--- src/rtl/soft_reset_pkg.sv ---
// rtl/soft_reset_pkg.sv - shared state encoding and default timing constants for soft_reset_gen
package soft_reset_pkg;

    typedef enum logic [1:0] {
        ST_IDLE     = 2'd0,
        ST_DEBOUNCE = 2'd1,
        ST_ASSERT   = 2'd2,
        ST_HOLDOFF  = 2'd3
    } state_e;

    localparam int CNT_W                  = 8;
    localparam int DEF_DEBOUNCE_CYCLES    = 16;
    localparam int DEF_PULSE_CYCLES       = 8;
    localparam int DEF_HOLDOFF_CYCLES     = 32;

endpackage

--- src/rtl/sync_2ff.sv ---
// rtl/sync_2ff.sv - two-flop synchronizer for a single asynchronous input bit
module sync_2ff (
    input  logic clk_i,
    input  logic rst_n,
    input  logic d_i,
    output logic q_o
);

    logic meta_q;
    logic sync_q;

    always_ff @(posedge clk_i or negedge rst_n) begin
        if (!rst_n) begin
            meta_q <= 1'b0;
            sync_q <= 1'b0;
        end else begin
            meta_q <= d_i;
            sync_q <= meta_q;
        end
    end

    assign q_o = sync_q;

endmodule

--- src/rtl/soft_reset_gen.sv ---
// rtl/soft_reset_gen.sv - debounced button / request driven soft reset pulse generator
module soft_reset_gen
    import soft_reset_pkg::*;
#(
    parameter int DEBOUNCE_CYCLES = DEF_DEBOUNCE_CYCLES,
    parameter int PULSE_CYCLES    = DEF_PULSE_CYCLES,
    parameter int HOLDOFF_CYCLES  = DEF_HOLDOFF_CYCLES
) (
    input  logic clk_in,
    input  logic rst_n,
    input  logic btn_in,
    input  logic req_in,
    output logic ack_out,
    output logic soft_rst_n,
    output logic busy
);

    if (DEBOUNCE_CYCLES < 2 || DEBOUNCE_CYCLES > 255 ||
        PULSE_CYCLES < 1 || PULSE_CYCLES > 255 ||
        HOLDOFF_CYCLES < 1 || HOLDOFF_CYCLES > 255) begin : g_bad_param
        $error("soft_reset_gen: cycle parameter outside 8-bit counter range");
    end

    localparam logic [CNT_W-1:0] DEB_LAST   = CNT_W'(DEBOUNCE_CYCLES - 1);
    localparam logic [CNT_W-1:0] PULSE_LAST = CNT_W'(PULSE_CYCLES - 1);
    localparam logic [CNT_W-1:0] HOLD_LAST  = CNT_W'(HOLDOFF_CYCLES - 1);

    state_e           state_q, state_d;
    logic [CNT_W-1:0] cnt_q, cnt_d;
    logic             ack_q, ack_d;
    logic             srn_q, srn_d;
    logic             btn_s;

    sync_2ff u_btn_sync (
        .clk_i (clk_in),
        .rst_n (rst_n),
        .d_i   (btn_in),
        .q_o   (btn_s)
    );

    always_comb begin
        state_d = state_q;
        cnt_d   = cnt_q;
        ack_d   = 1'b0;
        case (state_q)
            ST_IDLE: begin
                // A request beats a simultaneous press; HOLDOFF absorbs the press later.
                if (req_in) begin
                    state_d = ST_ASSERT;
                    cnt_d   = '0;
                    ack_d   = 1'b1;
                end else if (btn_s) begin
                    state_d = ST_DEBOUNCE;
                    cnt_d   = CNT_W'(1);
                end
            end
            ST_DEBOUNCE: begin
                if (!btn_s) begin
                    state_d = ST_IDLE;
                    cnt_d   = '0;
                end else if (cnt_q == DEB_LAST) begin
                    state_d = ST_ASSERT;
                    cnt_d   = '0;
                end else begin
                    cnt_d = cnt_q + 1'b1;
                end
            end
            ST_ASSERT: begin
                if (cnt_q == PULSE_LAST) begin
                    state_d = ST_HOLDOFF;
                    cnt_d   = '0;
                end else begin
                    cnt_d = cnt_q + 1'b1;
                end
            end
            ST_HOLDOFF: begin
                if (btn_s) begin
                    cnt_d = '0;
                end else if (cnt_q == HOLD_LAST) begin
                    state_d = ST_IDLE;
                    cnt_d   = '0;
                end else begin
                    cnt_d = cnt_q + 1'b1;
                end
            end
            default: begin
                state_d = ST_IDLE;
                cnt_d   = '0;
            end
        endcase
        // Output flop follows the next state so the pulse starts on the entering edge.
        srn_d = (state_d != ST_ASSERT);
    end

    always_ff @(posedge clk_in or negedge rst_n) begin
        if (!rst_n) begin
            state_q <= ST_IDLE;
            cnt_q   <= '0;
            ack_q   <= 1'b0;
            srn_q   <= 1'b0;
        end else begin
            state_q <= state_d;
            cnt_q   <= cnt_d;
            ack_q   <= ack_d;
            srn_q   <= srn_d;
        end
    end

    assign ack_out    = ack_q;
    assign soft_rst_n = srn_q;
    assign busy       = (state_q != ST_IDLE);

endmodule

--- config.mk ---
export PLATFORM = sky130hd
export DESIGN_NAME = soft_reset_gen
export DESIGN_NICKNAME = d
export VERILOG_FILES = /design/src/rtl/soft_reset_pkg.sv /design/src/rtl/sync_2ff.sv /design/src/rtl/soft_reset_gen.sv
export SDC_FILE = /design/constraint.sdc
export NUM_CORES = 1
export LEC_CHECK = 0
export ABC_AREA = 1
export BUFFER_PORTS_ARGS = -buffer_cell sky130_fd_sc_hd__buf_4
export CORE_MARGIN = 8
export CORE_UTILIZATION = 50
export CTS_BUF_LIST = sky130_fd_sc_hd__clkbuf_8
export DETAILED_ROUTE_END_ITERATION = 10
export PLACE_DENSITY = 0.71
export SLEW_MARGIN = 25
export SYNTH_ARGS = -nofsm -noshare
export SYNTH_HDL_FRONTEND = slang
export SYNTH_HIERARCHICAL = 1
export SYNTH_SLANG_ARGS = --single-unit
--- constraint.sdc ---
create_clock -name clk_in -period 1.25 [get_ports clk_in]
set_clock_uncertainty 0.1 [all_clocks]
set_input_delay 0 -clock clk_in [delete_from_list [all_inputs] [get_ports clk_in]]
set_output_delay 0 -clock clk_in [all_outputs]
set_load 0.05 [all_outputs]
# After elaboration in Yosys (flattened, before gate mapping)
# Cells that the tools add are included.
# totals
word_cells	35
mem_bits_rw	0
input_bits	4
rom_bits	0
output_inout_bits	3
memories	0
latchBits	0
reg_bits	14
# classes
addsub	1
n_shift	0
n_div	0
mux	18
n_mul	0
bitwise_logic	0
n_eq_ne	8
order_cmp	0
reduce_logical	2
# ops
op	count
2-to-1 mux 8 bit	7
case mux 8 bit (4 select lines)	1
2-to-1 mux 2 bit	7
adder 8 x 1 -> 8 bit (second input constant)	1
== test 8 x 3 -> 1 bit (second input constant)	1
== test 8 x 4 -> 1 bit (second input constant)	1
== test 8 x 5 -> 1 bit (second input constant)	1
case mux 2 bit (4 select lines)	1
== test 2 bit (second input constant)	2
!= test 3 x 2 -> 1 bit (second input constant)	1
== test 2 x 1 -> 1 bit (second input constant)	1
logical NOT 2 bit	1
2-to-1 mux 1 bit	2
!= test 2 bit (second input constant)	1
nonzero test 2 bit	1

# Logic depth before layout (Yosys ltp)
# Gate-level depths: netlist of run 1.
# logic_depth
word_depth	5
mapped_depth	9
ltp_nobuf	9

# By module
# The synthesis of run 1 kept the hierarchy.
# modules_own_cells
module	seq_area_each_um2	area_per_inst_um2	cells_per_inst	instances
soft_reset_gen	300.3	763.2	106	1
sync_2ff	50.0	50.0	2	1

# Worst setup path after synthesis of run 1
# No wires, ideal clock.
# synth_path
path_kind	reg-to-reg
start	register state_q[1]
end	register cnt_q[4]
required_time_ps	1081
arrival_time_ps	1350
setup_ps	69
period_less_slack_ps	1519
path_stages_with_launch	8
setup_slack_ps	-269
n_path_buf	0
path_cell_list	dfrtp_1 inv_1 nand2_1 nor2_2 nand2_1 inv_2 nand2_1 nand3_1
# synth_via
elab_chain_cells	2
word_cells_on_any_way	6
classes_between	eq/ne: 4; mux: 1; reduce/logical: 1
# synth_lines
element	line	source
start, declared	soft_reset_gen.sv:28	state_e state_q, state_d;
start signal, assigned	soft_reset_gen.sv:102	state_q <= state_d;
== test 2 bit (tied with other cells)	soft_reset_gen.sv:45	case (state_q)
case mux 8 bit (4 select lines) / != test 3 x 2 -> 1 bit (equally long branches)	-	
end signal, assigned	soft_reset_gen.sv:103	cnt_q <= cnt_d;
end, declared	soft_reset_gen.sv:29	logic [CNT_W-1:0] cnt_q, cnt_d;
# Several ways; a longest one is shown, not always the timed one.
# A chain may end at the register's enable or synchronous reset.

# Final worst setup path of run 1
# layout_path
start	register cnt_q[4]
end	register srn_q, in the netlist soft_rst_n
# layout_via
elab_chain_cells	5
word_cells_on_any_way	10
classes_between	eq/ne: 4; mux: 6
# layout_lines
element	line	source
== test 8 x 5 -> 1 bit / == test 8 x 4 -> 1 bit (equally long branches)	soft_reset_gen.sv:79, soft_reset_gen.sv:61	
2-to-1 mux 2 bit, on equally long branches	soft_reset_gen.sv:79, soft_reset_gen.sv:61	
2-to-1 mux 2 bit, on equally long branches	soft_reset_gen.sv:77, soft_reset_gen.sv:58	
case mux 2 bit (4 select lines) *	soft_reset_gen.sv:45	
!= test 2 bit *	soft_reset_gen.sv:92	srn_d = (state_d != ST_ASSERT);
named net srn_d	soft_reset_gen.sv:31	logic srn_q, srn_d;
end signal, assigned	soft_reset_gen.sv:105	srn_q <= srn_d;
end, declared	soft_reset_gen.sv:31	
# The timed path passes the listed nets; every way through them passes the cells marked *.

==> metrics.md, run 1 <==
| Metric | Value |
|---|---|
| Number of port buffers | `6` |
| #FFs+latches synth | `14` |
| Critical path origin | `cnt_q[4]$_DFFE_PN0P_` |
| Average wire per cell in the routed design | `14.76 µm` |
| Maximum number of pins on one net before global-route repair | `15` |
| Synth-to-Final Area Change | `46.92%` |
| Crit path top cell by count | `nand2_1` |
| Post-detailed-route DRC marker count | `0` |
| Power density normalized to cell area | `844.8 mW/mm²` |
| Die Y-Extent | `56.33 µm` |
| Endpoint of the worst register-to-register path | `soft_rst_n$_DFF_PN0_` |
| Highest ir drop seen on vdd | `753.8 µV` |
| CP peak stage delay | `0.42 ns` |
| Number of cells in the design after placement | `approximately 150` |
| Wire length of the first global-routing pass | `between 3 and 4 mm` |
| Class of the tightest hold or removal check | `primary input to async pin` |
| Flip-flop and latch area | `350.3 µm²` |
| Setup CP Type | `flop to flop` |
| Leakage | `around 0.63 nW` |
| Routability congestion estimate | `0.8567` |
| Headroom to the max-slew limit | `84.08%` |
| Area of the die | `0.003173 mm²` |
| Clock network latency to the later pin of the worst-skew pair | `about 0.25 ns` |
| Setup slack of the most critical reg-to-reg path | `-0.29 ns` |
| Inserted Clock Buffers | `3` |
| Setup WS post-layout | `-0.2909 ns` |
| Share of cells above drive strength 1 | `40.71%` |
| CP max FO | `4` |
| Utilization of the core after routing | `between 70% and 80%` |
| Syn Nets | `113` |
| Post-DR vias/cell | `5.244` |
| Standard cell core area | `0.001524 mm²` |
| Antenna violations before repair | `0` |
| Total Wirelength | `2.302 mm` |
| Final antenna-violating net count | `0` |
| Post-synth top flop | `dfrtp_1` |
| Starting density of the core | `53.37%` |
| Chain of cells forming the critical path | `nor2_1 -> nand2_1 -> o21ai_4 -> nand3_2 -> nor2_4 -> nand2_1` |
| Root Buffer Master | `clkbuf_8` |
| Synthesized area | `813.3 µm²` |
| Post-Layout Cell Count | `between 150 and 200` |
| Library cell with the largest summed area after synthesis | `dfrtp_1` |
| Boundary pin count | `7` |
| Setup violations, final | `11` |
| Max-cap violation count | `0` |
| Fill cell instance count of the final layout | `99` |
| TritonCTS clock tree | `yes` |
| Kind of end point of the critical path | `flop` |
| Post-Route Setup TNS | `-2.310 ns` |
| Violated checks | `setup timing` |
| Register area share after synthesis | `43.08%` |
| Synthesis Warnings | `6` |
| Clock-pin slew reported for the worst setup and hold paths after clock tree synthesis | `0.06 ns` |
| Via count of the first global-routing pass | `849` |
| Worst r2r src | `cnt_q[4]$_DFFE_PN0P_` |
| Antenna diode count | `0` |
| Number of design-rule violations left by the first detailed-router iteration | `35` |
| Global-route usage over all layers | `14.24%` |
| Crit path max-delay cell type | `dfrtp_1` |
| Post-synth EDFFs | `0` |
| Die X-Extent | `about 56 µm` |
| Pwr Total | `1.009 mW` |
| Critical path data required time | `roughly 1.3 ns` |
| Status | `complete, but fails checks` |
| Fmax achieved | `649.0 MHz` |
| H-tree levels | `1` |
| Setup repair after global routing missed its margin | `yes` |
| Number of max-slew violations in the final report | `0` |
| Largest cells by area after synthesis | `dfrtp_1 43%, nand2_1 16%, nand3_1 6.2%` |
| Setup crit start kind | `flop` |
| Final count of hold timing violations | `0` |
| Area taken by multi-input logic gates | `486.7 µm²` |
| Share of synthesized registers carrying an async set or reset | `100.0%` |
| Final layout net count | `146` |
| Via count | `818` |
| Count of cells along the worst register-to-register path | `6` |
| Yosys top cell area share | `between 40% and 50%` |
| Arr. time, crit path | `1.58 ns` |
| Number of sinks on the clock net | `14` |
| Post-Place Worst Slack | `-0.1953 ns` |
| # rows | `14` |
| Cell count after synthesis | `around 110` |
| Detailed Routing Iterations Pass 1 | `4` |
| Design Area, Final | `0.001195 mm²` |
| Overflow left after global routing | `0` |
| Mean Syn Cell Area | `7.530 µm²` |
| Cell area after placement | `between 0.001 and 0.0015 mm²` |
| HPWL after DPL | `1.394 mm` |
| Most repeated cell in the gate-level netlist after synthesis | `nand2_1` |
| Number of unique standard cell types used by synthesis | `21` |
| Maximum buffer depth of the clock tree | `2` |
| Worst Hold Slack | `between 0.03 and 0.04 ns` |
| Most used standard cells in the synthesized netlist | `35 x nand2_1, 14 x dfrtp_1, 13 x nor2_1` |
| Worst slew pin tran | `0.2383 ns` |
| Share of the clock period used by the worst path | `123.3%` |
| Min Clock Period, post-route | `approximately 1.5 ns` |
power by group:
part	switching [mW]	total [mW]	leakage [nW]	internal (mW)
registers	0.0108	0.475	0.173	0.464
clock network	0.177	0.456	0.0288	0.280
logic	0.0392	0.0784	0.426	0.0391
registers in the layout (all words and copies together) (netlist names):
signal	count
ack_out	1
soft_rst_n	1
u_btn_sync/meta_q	1
u_btn_sync/q_o	1
state_q	2
cnt_q	8
worst max-delay path by stage:
stage / to / slack, ns / cells past startpoint
finish: soft_rst_n$_DFF_PN0_ / -0.29 / 6
global route: soft_rst_n$_DFF_PN0_ / -0.33 / 8
CTS: cnt_q[7]$_DFFE_PN0P_ / -0.18 / 8
detailed placement: cnt_q[7]$_DFFE_PN0P_ / -0.20 / 8
global placement: cnt_q[6]$_DFFE_PN0P_ / -0.16 / 8
floorplan: soft_rst_n$_DFF_PN0_ / -0.08 / 8
layer usage:
metal  global-route usage (%)  routed length (µm)
met5                        0                   0
met2                    22.50                1139
met1                    16.58                1005
met3                    4.719                 103
met4                    7.560                  54
logic make-up (layout without fill, tap and decap cells):
logic type / after synthesis / in the layout / share of synthesized area [%]
simple gates: 70 / 70 / 40.62
buf+inv: 15 / 47 / 6.923
flops: 14 / 14 / 43.08
compound gates: 6 / 6 / 5.693
xor+xnor: 2 / 2 / 2.154
fa+ha+maj: 1 / 1 / 1.538
final cells by class:
class                      instances  area share (%)
clock buffer                       4           4.607
inverter                          15           4.817
multi-input combinational         79           40.73
sequential                        14           29.32
tap                               16           1.675
timing repair buffer              28           18.85
cells in the final DEF (no fill, tap or decap), types with 2 or more instances in the layout:
cell	count
buf_4	23
inv_1	9
nor2_2	2
buf_6	2
nand2_2	4
nor2_4	3
nor2_1	11
nor3_2	2
dlygate4sd3_1	3
inv_2	5
nand3_2	4
clkbuf_8	4
nand2_4	2
dfrtp_1	14
nand2_1	31
nand3_1	8
repair_timing:
item,CTS,global route
resized for setup,7,11
pin swaps,2,4
setup buffers,2,0
setup endpoints to repair,11,11
hold buffers,3,0
hold endpoints to repair,18,0
worst max-delay path: cells and delay by family, from the launching register on:
family | cells | cell delay (ns)
simple gates | 5 | 0.67
flops | 1 | 0.42
compound gates | 1 | 0.25
(Power assumes the default switching activity.)
==> run 2, diff against run 1 <==
- BUFFER_PORTS_ARGS: -buffer_cell sky130_fd_sc_hd__buf_4 -> unset
- DONT_BUFFER_PORTS: unset -> 1
- PLACE_DENSITY: 0.71 -> 0.68
==> metrics.md, run 2 (synthesis results as in run 1) <==
| Metric | Value |
|---|---|
| Violated checks | `setup timing` |
| Flip-flop and latch area | `~350 µm²` |
| Min Clock Period, post-route | `1.494 ns` |
| Setup violations, final | `11` |
| Share of cells above drive strength 1 | `36.30%` |
| Final antenna-violating net count | `0` |
| Maximum buffer depth of the clock tree | `2` |
| Clock network latency to the later pin of the worst-skew pair | `0.24 ns` |
| Class of the tightest hold or removal check | `primary input to async pin` |
| Leakage | `0.6306 nW` |
| Via count of the first global-routing pass | `716` |
| Crit path max-delay cell type | `dfrtp_1` |
| Post-DR vias/cell | `5.325` |
| TritonCTS clock tree | `yes` |
| Overflow left after global routing | `0` |
| HPWL after DPL | `1.370 mm` |
| Fmax achieved | `669.1 MHz` |
| Post-Route Setup TNS | `-2.183 ns` |
| Arr. time, crit path | `1.53 ns` |
| Leading cell types in the layout, fill and taps excluded | `32 x nand2_1, 20 x buf_4, 14 x dfrtp_1, 12 x nor2_1, 10 x inv_1` |
| Setup crit start kind | `flop` |
| H-tree levels | `1` |
| GR Util met3 | `3.371%` |
| Worst r2r src | `cnt_q[0]$_DFFE_PN0P_` |
| Buffer and inverter count on the worst path | `0` |
| Average wire per cell in the routed design | `13.85 µm` |
| Status | `complete, but fails checks` |
| Area taken by multi-input logic gates | `493.0 µm²` |
| Critical path data required time | `1.28 ns` |
| Inserted Clock Buffers | `3` |
| Synth-to-Final Area Change | `42.15%` |
| CP max FO | `4` |
| Setup WS post-layout | `-0.2445 ns` |
| Crit path top cell by count | `nor2_4` |
| Share of the clock period used by the worst path | `119.6%` |
| Final count of hold timing violations | `0` |
| # rows | `14` |
| Setup repair after global routing missed its margin | `yes` |
| Highest ir drop seen on vdd | `800.7 µV` |
| Post-Layout Cell Count | `151` |
| Kind of end point of the critical path | `flop` |
| Max FFs per register | `8` |
| Antenna diode count | `0` |
| Antenna violations before repair | `0` |
| Headroom to the max-slew limit | `55.49%` |
| Commonest non-fill, non-tap cell in the layout | `nand2_1` |
| Setup slack of the most critical reg-to-reg path | `-0.24 ns` |
| Clock-pin slew reported for the worst setup and hold paths after clock tree synthesis | `0.06 ns` |
| Number of port buffers | `0` |
| Post-detailed-route DRC marker count | `0` |
| Via count | `804` |
| Number of max-slew violations in the final report | `0` |
| Fill cell instance count of the final layout | `98` |
| Utilization of the core after routing | `75.86%` |
| Setup CP Type | `flop to flop` |
| Count of cells along the worst register-to-register path | `8` |
| Global-route usage over all layers | `11.85%` |
| Layer with the highest usage | `met2` |
| Worst slew pin tran | `0.6655 ns` |
| Area of the die | `around 0.0032 mm²` |
| Largest register by flop count | `cnt_q` |
| Max-cap violation count | `0` |
| Largest delay share family, worst path | `simple AND/OR/NAND/NOR gates` |
| Number of cells in the design after placement | `140` |
| Global-route track usage on met2 | `between 10% and 20%` |
| Maximum number of pins on one net before global-route repair | `15` |
| Boundary pin count | `7` |
| Routability congestion estimate | `about 0.86` |
| Standard cell core area | `0.001524 mm²` |
| Final layout net count | `141` |
| Total Wirelength | `2.092 mm` |
| Root Buffer Master | `clkbuf_8` |
| Endpoint of the worst register-to-register path | `soft_rst_n$_DFF_PN0_` |
| Power density normalized to cell area | `855.2 mW/mm²` |
| Wire length of the first global-routing pass | `3.070 mm` |
| Starting density of the core | `53.37%` |
| Met1 usage in global routing | `between 10% and 20%` |
| Top Registers | `cnt_q x8, state_q x2` |
| Detailed Routing Iterations Pass 1 | `4` |
| Die X-Extent | `56.33 µm` |
| Chain of cells forming the critical path | `ha_4 -> nand2_4 -> nor2_4 -> nand3_2 -> nand2_2 -> nand3_4 -> nor2_4 -> nand2_1` |
| Die Y-Extent | `56.33 µm` |
| Number of design-rule violations left by the first detailed-router iteration | `22` |
| CP peak stage delay | `0.39 ns` |
| Number of sinks on the clock net | `14` |
-- run 2: final cells by class --
cell class / count / area share [%]
inverter: 15 / 4.978
tap: 16 / 1.732
timing repair buffer: 23 / 15.58
sequential: 14 / 30.30
clock buffer: 4 / 4.762
multi-input combinational: 79 / 42.64
-- run 2: where the power goes --
part | switching [mW] | internal (mW) | total [mW]
clock | 0.159 | 0.279 | 0.437
sequential | 0.0116 | 0.464 | 0.476
combinational | 0.0397 | 0.0357 | 0.0754
total | 0.210 | 0.779 | 0.989
-- run 2: how the worst max path moves through the flow --
| stage | startpoint | to | slack, ns | cells after the start |
|---|---|---|---|---|
| detailed placement | cnt_q[1]$_DFFE_PN0P_ | cnt_q[7]$_DFFE_PN0P_ | -0.21 | 8 |
| CTS | cnt_q[1]$_DFFE_PN0P_ | soft_rst_n$_DFF_PN0_ | -0.21 | 8 |
| finish | cnt_q[0]$_DFFE_PN0P_ | soft_rst_n$_DFF_PN0_ | -0.24 | 8 |
| global placement | cnt_q[0]$_DFFE_PN0P_ | cnt_q[6]$_DFFE_PN0P_ | -0.15 | 8 |
| global route | cnt_q[1]$_DFFE_PN0P_ | soft_rst_n$_DFF_PN0_ | -0.36 | 8 |
| floorplan | cnt_q[0]$_DFFE_PN0P_ | soft_rst_n$_DFF_PN0_ | -0.08 | 8 |
-- run 2: metal layers --
layer,vias up,wire [µm]
met1,374,1001
met5,-,0
met3,6,88
li1,399,-
met2,25,968
met4,0,33
-- run 2: through the flow --
step / hold slack (ns) / cell area [µm²] / total power [mW] / setup slack (ns)
after global placement: -0.3951 / 964.7 / 0.5224 / -0.1538
after global routing: 0.1770 / 1156 / 1.024 / -0.3551
after CTS: 0.1412 / 1070 / 0.9783 / -0.2142
final: 0.1338 / 1156 / 0.9887 / -0.2445
after detailed placement: -0.3951 / 964.7 / 0.5248 / -0.2116
after floorplan: -0.3956 / 824.5 / 0.5046 / -0.08275
-- run 2: repair_timing --
action / in CTS / in global routing
hold buffers: 3 / 0
pin swaps: 1 / 6
buffers inserted: 0 / 4
setup endpoints to repair: 11 / 11
resized for setup: 5 / 10
endpoints found under the hold margin: 26 / 0
==> run 3, diff against run 2 <==
- PLACE_DENSITY: 0.68 -> 0.67
- SKIP_LAST_GASP: unset -> 1
==> metrics.md, run 3 (synthesis results as in run 1) <==
| Metric | Value |
|---|---|
| Status | `complete, but fails checks` |
| Violated checks | `setup timing` |
| # rows | `14` |
| Via count of the first global-routing pass | `roughly 810` |
| Share of the clock period used by the worst path | `124.9%` |
| Die Y-Extent | `56.33 µm` |
| Fmax achieved | `640.6 MHz` |
| H-tree levels | `1` |
| Setup repair after global routing missed its margin | `yes` |
| Number of port buffers | `0` |
| Via count | `slightly above 800` |
| Highest ir drop seen on vdd | `774.5 µV` |
| Commonest non-fill, non-tap cell in the layout | `nand2_1` |
| Critical path data required time | `1.29 ns` |
| Setup WS post-layout | `-0.3111 ns` |
| Worst slew pin tran | `0.6318 ns` |
| Maximum buffer depth of the clock tree | `2` |
| Final antenna-violating net count | `0` |
| Largest delay share family, worst path | `simple AND/OR/NAND/NOR gates` |
| Post-Place Worst Slack | `-0.1923 ns` |
| Top Registers | `cnt_q x8, state_q x2` |
| Boundary pin count | `7` |
| Clock network latency to the later pin of the worst-skew pair | `0.25 ns` |
| CP max FO | `4` |
| Setup violations, final | `11` |
| Largest register by flop count | `cnt_q` |
| Leading cell types in the layout, fill and taps excluded | `29 x nand2_1, 19 x buf_4, 14 x dfrtp_1, 12 x nor2_1, 10 x inv_1` |
| Total Wirelength | `about 2.4 mm` |
| Max FFs per register | `8` |
| TritonCTS clock tree | `yes` |
| Setup slack of the most critical reg-to-reg path | `-0.31 ns` |
| Endpoint of the worst register-to-register path | `soft_rst_n$_DFF_PN0_` |
| Crit path top cell by count | `nand2_1` |
| Max-cap violation count | `0` |
| Maximum number of pins on one net before global-route repair | `15` |
| Share of cells above drive strength 1 | `38.69%` |
| Global-route usage over all layers | `14.23%` |
| CP peak stage delay | `0.40 ns` |
| Final layout net count | `around 140` |
| Power density normalized to cell area | `843.7 mW/mm²` |
| Number of max-slew violations in the final report | `0` |
| Post-detailed-route DRC marker count | `0` |
| Wire length of the first global-routing pass | `3.622 mm` |
| HPWL after DPL | `1.363 mm` |
| Detailed Routing Iterations Pass 1 | `4` |
| Min Clock Period, post-route | `1.561 ns` |
| Class of the tightest hold or removal check | `primary input to async pin` |
| Worst Hold Slack | `0.1090 ns` |
| Final count of hold timing violations | `0` |
| Number of cells in the design after placement | `139` |
| Root Buffer Master | `clkbuf_8` |
| Setup CP Type | `flop to flop` |
| Chain of cells forming the critical path | `nand2_1 -> nor2_4 -> nand3_2 -> nand2_1 -> nand3_1 -> nor2_2 -> nand2_1` |
| Number of design-rule violations left by the first detailed-router iteration | `33` |
| Arr. time, crit path | `1.60 ns` |
| Synth-to-Final Area Change | `47.08%` |
| Buffer and inverter count on the worst path | `0` |
| Setup crit start kind | `flop` |
| Starting density of the core | `between 50% and 60%` |
| Antenna diode count | `0` |
| Worst r2r src | `cnt_q[4]$_DFFE_PN0P_` |
| Kind of end point of the critical path | `flop` |
| Standard cell core area | `0.001524 mm²` |
| Number of sinks on the clock net | `14` |
| Utilization of the core after routing | `78.49%` |
| Post-Layout Cell Count | `153` |
| Post-DR vias/cell | `~5.4` |
| Overflow left after global routing | `0` |
| Inserted Clock Buffers | `3` |
| Antenna violations before repair | `0` |
| Headroom to the max-slew limit | `between 50% and 60%` |
| Clock-pin slew reported for the worst setup and hold paths after clock tree synthesis | `0.06 ns` |
| Die X-Extent | `56.33 µm` |
| Routability congestion estimate | `0.8223` |
| Count of cells along the worst register-to-register path | `7` |
| Crit path max-delay cell type | `dfrtp_1` |
| Average wire per cell in the routed design | `15.90 µm` |
| Area of the die | `0.003173 mm²` |
| Leakage | `0.6441 nW` |
-- run 3: changes by cell type in the layout (fill, tap and decap cells not counted), sizes merged --
| cell | delta |
|---|---|
| buf | +2 |
-- run 3: layer usage --
layer,up-vias,wire (µm),global-route usage [%]
met5,-,0,0
met4,0,91,10.31
met3,10,185,4.270
met2,42,1133,21.71
met1,376,1023,16.40
li1,402,-,-
-- run 3: area by class of cell --
type / instances / area (µm²)
clock buffer: 4 / 55.05
multi-input combinational: 79 / 503.0
fill: 96 / 327.8
tap: 16 / 20.02
sequential: 14 / 350.3
timing repair buffer: 25 / 206.4
inverter: 15 / 61.31
-- run 3: what timing repair did --
action,CTS,global route
hold endpoints to repair,27,0
setup buffers,3,5
gates resized for setup,10,12
pin swaps,9,10
endpoints found under the setup margin,11,11
hold buffers,3,0
-- run 3: worst register-to-register path: cells and delay by family, from the launching register on --
kind / cells / cell delay [ns]
DFF: 1 / 0.40
and+or+nand+nor: 7 / 0.95
-- run 3: metrics by stage --
stage | power (mW) | cell area (µm²) | TNS, ns
global route | 1.045 | 1196 | -3.326
floorplan | 0.5046 | 824.5 | -0.6602
detailed placement | 0.5240 | 957.2 | -1.644
finish | 1.009 | 1196 | -2.468
global placement | 0.5241 | 957.2 | -1.577
CTS | 1.004 | 1110 | -1.659
-- run 3: how the worst max path moves through the flow --
stage | start | depth (start not counted) | slack [ns] | to
2_1_floorplan | cnt_q[0]$_DFFE_PN0P_ | 8 | -0.08 | soft_rst_n$_DFF_PN0_
3_3_place_gp | cnt_q[1]$_DFFE_PN0P_ | 8 | -0.20 | cnt_q[7]$_DFFE_PN0P_
3_5_place_dp | cnt_q[1]$_DFFE_PN0P_ | 8 | -0.19 | cnt_q[0]$_DFFE_PN0P_
4_1_cts | cnt_q[0]$_DFFE_PN0P_ | 8 | -0.18 | cnt_q[0]$_DFFE_PN0P_
5_1_grt | cnt_q[4]$_DFFE_PN0P_ | 7 | -0.44 | soft_rst_n$_DFF_PN0_
6_report | cnt_q[4]$_DFFE_PN0P_ | 7 | -0.31 | soft_rst_n$_DFF_PN0_
-- run 3: report_power, final --
| part | leakage [nW] | internal (mW) | switching (mW) | total, mW |
|---|---|---|---|---|
| clock | 0.0288 | 0.279 | 0.165 | 0.444 |
| sequential | 0.173 | 0.464 | 0.0122 | 0.477 |
| combinational | 0.443 | 0.0401 | 0.0480 | 0.0881 |
